`src/rtl/n_bit_adder_pkg.sv`:
```
// Shared constants for the ripple-carry adder primitive.
package n_bit_adder_pkg;

    localparam int unsigned DEFAULT_WIDTH = 8;

endpackage

```
`src/rtl/full_adder.sv`:
```
// Single-bit full adder cell used as one link of the ripple-carry chain.
module full_adder (
    input  logic a,
    input  logic b,
    input  logic cin,
    output logic s,
    output logic cout
);

    logic p;

    assign p    = a ^ b;
    assign s    = p ^ cin;
    assign cout = (a & b) | (cin & p);

endmodule

```
`src/rtl/n_bit_adder.sv`:
```
// N-bit ripple-carry adder with a zero-latency result path and a
// one-cycle registered copy of sum, carry-out and signed overflow.
module n_bit_adder
    import n_bit_adder_pkg::*;
#(
    parameter int unsigned N = DEFAULT_WIDTH
) (
    input  logic         clk,
    input  logic         rst_n,
    input  logic [N-1:0] A,
    input  logic [N-1:0] B,
    input  logic         c_in,
    output logic [N-1:0] sum,
    output logic         c_out,
    output logic         overflow,
    output logic [N-1:0] sum_q,
    output logic         c_out_q,
    output logic         ovf_q
);

    // carry[i] enters bit i; carry[N] leaves the MSB
    logic [N:0] carry;

    assign carry[0] = c_in;

    for (genvar i = 0; i < N; i++) begin : g_chain
        full_adder u_fa (
            .a    (A[i]),
            .b    (B[i]),
            .cin  (carry[i]),
            .s    (sum[i]),
            .cout (carry[i+1])
        );
    end

    assign c_out    = carry[N];
    // Signed overflow: carry into the MSB disagrees with carry out of it
    assign overflow = carry[N-1] ^ carry[N];

    always_ff @(posedge clk or negedge rst_n) begin
        if (!rst_n) begin
            sum_q   <= '0;
            c_out_q <= 1'b0;
            ovf_q   <= 1'b0;
        end else begin
            sum_q   <= sum;
            c_out_q <= c_out;
            ovf_q   <= overflow;
        end
    end

endmodule

```
`config.mk`:
```
export PLATFORM = sky130hd
export DESIGN_NAME = n_bit_adder
export DESIGN_NICKNAME = d
export VERILOG_FILES = /design/src/rtl/n_bit_adder_pkg.sv /design/src/rtl/full_adder.sv /design/src/rtl/n_bit_adder.sv
export SDC_FILE = /design/constraint.sdc
export NUM_CORES = 1
export LEC_CHECK = 0
export BUFFER_PORTS_ARGS = -buffer_cell sky130_fd_sc_hd__buf_2
export CAP_MARGIN = 15
export CORE_MARGIN = 2
export CORE_UTILIZATION = 37
export CTS_CLUSTER_SIZE = 14
export DETAILED_ROUTE_END_ITERATION = 8
export PLACE_DENSITY = 0.75
export SETUP_SLACK_MARGIN = 0.5
export SLEW_MARGIN = 40
export SYNTH_ARGS = -nofsm -noshare
export SYNTH_HDL_FRONTEND = slang
export SYNTH_SLANG_ARGS = --single-unit
```
`constraint.sdc`:
```
create_clock -name clk -period 8.6 [get_ports clk]
set_clock_uncertainty 0.2 [all_clocks]
set_input_delay 2.15 -clock clk [delete_from_list [all_inputs] [get_ports clk]]
set_output_delay 2.15 -clock clk [all_outputs]
set_load 0.005 [all_outputs]
```
==> metrics <==
status finished clean; Synth area leaders dfrtp_1, fa_1, buf_4; crit path max fanout 2; die height 41.4 um; crit share post-route 92.1%; relative slew slack 86.1%; port buffer count 38; maximum clock frequency 126 MHz; via count 352; VDD IR max 0.0000950 V; antenna violations before repair 0; routability cong. 0.665; Internal Power 0.000101 W; TritonRoute pass-1 iters 3; sw power 0.0000349 W; vias in the first global route 329; Worst-Margin Slew 0.208 ns; area grow syn2layout 35.8%; ratio of cells with drive above 1 in the final layout 59.2%; Area after DPL 666 um^2; WL/cell 9.92 um; TritonCTS buffer count 3; num rows 13; min Tclk post-route 7.92 ns; Startpoint Class input pin; Static Leak 0.401 nW; ys async rst share 100%; post-synthesis cell type count 5; Die Span X 41.4 um; CTS Root Cell clkbuf_4; Total Wirelength 853 um; Reg power frac 42.3%; Core Area 1300 um^2; Warnings, synthesis 0; Mapped Area 517 um^2; Syn Area/Cell 14.0 um^2; DR DRC count 0; final core utilization 53.9%; Clock Power Share 29.8%; CTS tree yes; Syn Inst Count 37; max-slew violations 0; GRT met3 Usage 4.79%; CTS Buffer Depth 2; post-CTS resize count 0; CP Class input pin to output pin; Setup TNS 0 ns; PD cells 194 nW/um^2; Post-synth EDFFs 0; CP Data Required Time 6.25 ns; initial DRC count 7; Initial Utilization 39.7%; RSZ-0062 raised after global routing no; post-route cell area 702 um^2; switching share of power 25.7%; Global Route Usage Sum 12.9%; gr ovfl total 0; area leader, netlist dfrtp_1; DIE AREA 1710 um^2; H-tree levels 1; met1 global-route usage 13.0%; # hold bufs at CTS 0; Synthesized Nets 64; top-area cell type share of the netlist area 48.4%; final hold vios 0; Via density 4.09; sequential share of the synthesized area 48.4%; GRT Max-Usage Layer met2; IO Pins 39; HP Class input pin to async pin; Top FF cell, synth dfrtp_1; Reg clk slew, reported paths 0.06 ns; Critical Path Sink Type output pin; first-pass GRT wire length 1.28 mm; met2 GRT Util 20.3%; CTS Sinks 10; pin count of the biggest net entering global routing 11; max_cap viols 0; Post-synth top cells dfrtp_1, inv_1, buf_4, fa_1, xnor2_1; combinational share of power 27.9%; Post-CTS Setup Bufs 0; post-route ant nets 0; # diodes 0; Synth Register Bits 10; Overall Power 0.000136 W; worst path arrival time 5.57 ns; Post-DP HPWL 784 um; fin nets 99; number of fill cells 129; final setup vio count 0
[registers in the layout (all words and copies together) (netlist names)]
| name | flops |
|---|---|
| sum_q | 8 |
| ovf_q | 1 |
| c_out_q | 1 |
[path summary, 6_finish.rpt]
path                             to  startpoint
hold / removal                ovf_q       rst_n
max in group asynchronous  sum_q[3]       rst_n
min in group clk           sum_q[0]        c_in
setup / recovery             sum[7]        A[0]
[power by group through the flow]
stage / clock, W / combinational, W / sequential, W
2_1_floorplan: 0 / 0.0000224 / 0.0000599
3_3_place_gp: 0 / 0.0000381 / 0.0000580
3_5_place_dp: 0 / 0.0000392 / 0.0000585
4_1_cts: 0.0000424 / 0.0000394 / 0.0000576
5_1_grt: 0.0000454 / 0.0000441 / 0.0000581
6_report: 0.0000405 / 0.0000380 / 0.0000574
[critical path, cell delays in order]
cell	delay, ns
buf_2	0.11
fa_1	0.43
fa_1	0.39
fa_1	0.38
fa_1	0.39
fa_1	0.37
inv_1	0.08
fa_1	0.16
inv_1	0.05
fa_1	0.39
inv_1	0.09
fa_1	0.40
inv_1	0.08
buf_2	0.11
[final cells by class]
class	count	area [um^2]	share of cell area, %
well taps	15	18.8	2.67
flip-flops and latches	10	250	35.7
multi-input cells	9	169	24.1
inverters	10	37.5	5.35
clock buffers	4	36.3	5.17
repair buffers	38	190	27.1
[placed cells by master (no fill, tap or decap), drive strengths merged]
cell type and n:
buf 38, inv 10, dfrtp 10, fa 8, clkbuf 4, xnor2 1
[per-layer routing]
layer / part of all wire [%] / wire length [um]
met5: 0 / 0
met4: 2.2 / 19
met3: 7.4 / 63
met2: 58 / 496
met1: 32 / 275
[cells by family after synthesis]
group | count (synthesis) | share of synthesized area, %
adders and majority gates | 8 | 31.0
buffers and inverters | 18 | 18.9
xor gates and xnor gates | 1 | 1.70
DFF | 10 | 48.4
[through the flow]
step,cells,hold slack (ns),worst slack [ns]
CTS,86,1.53,0.655
global route,86,1.53,0.524
detailed placement,82,1.82,0.664
global placement,82,1.81,0.699
floorplan,37,1.65,0.909
finish,86,1.53,0.683
No activity file was read; power rests on OpenSTA's default activity.
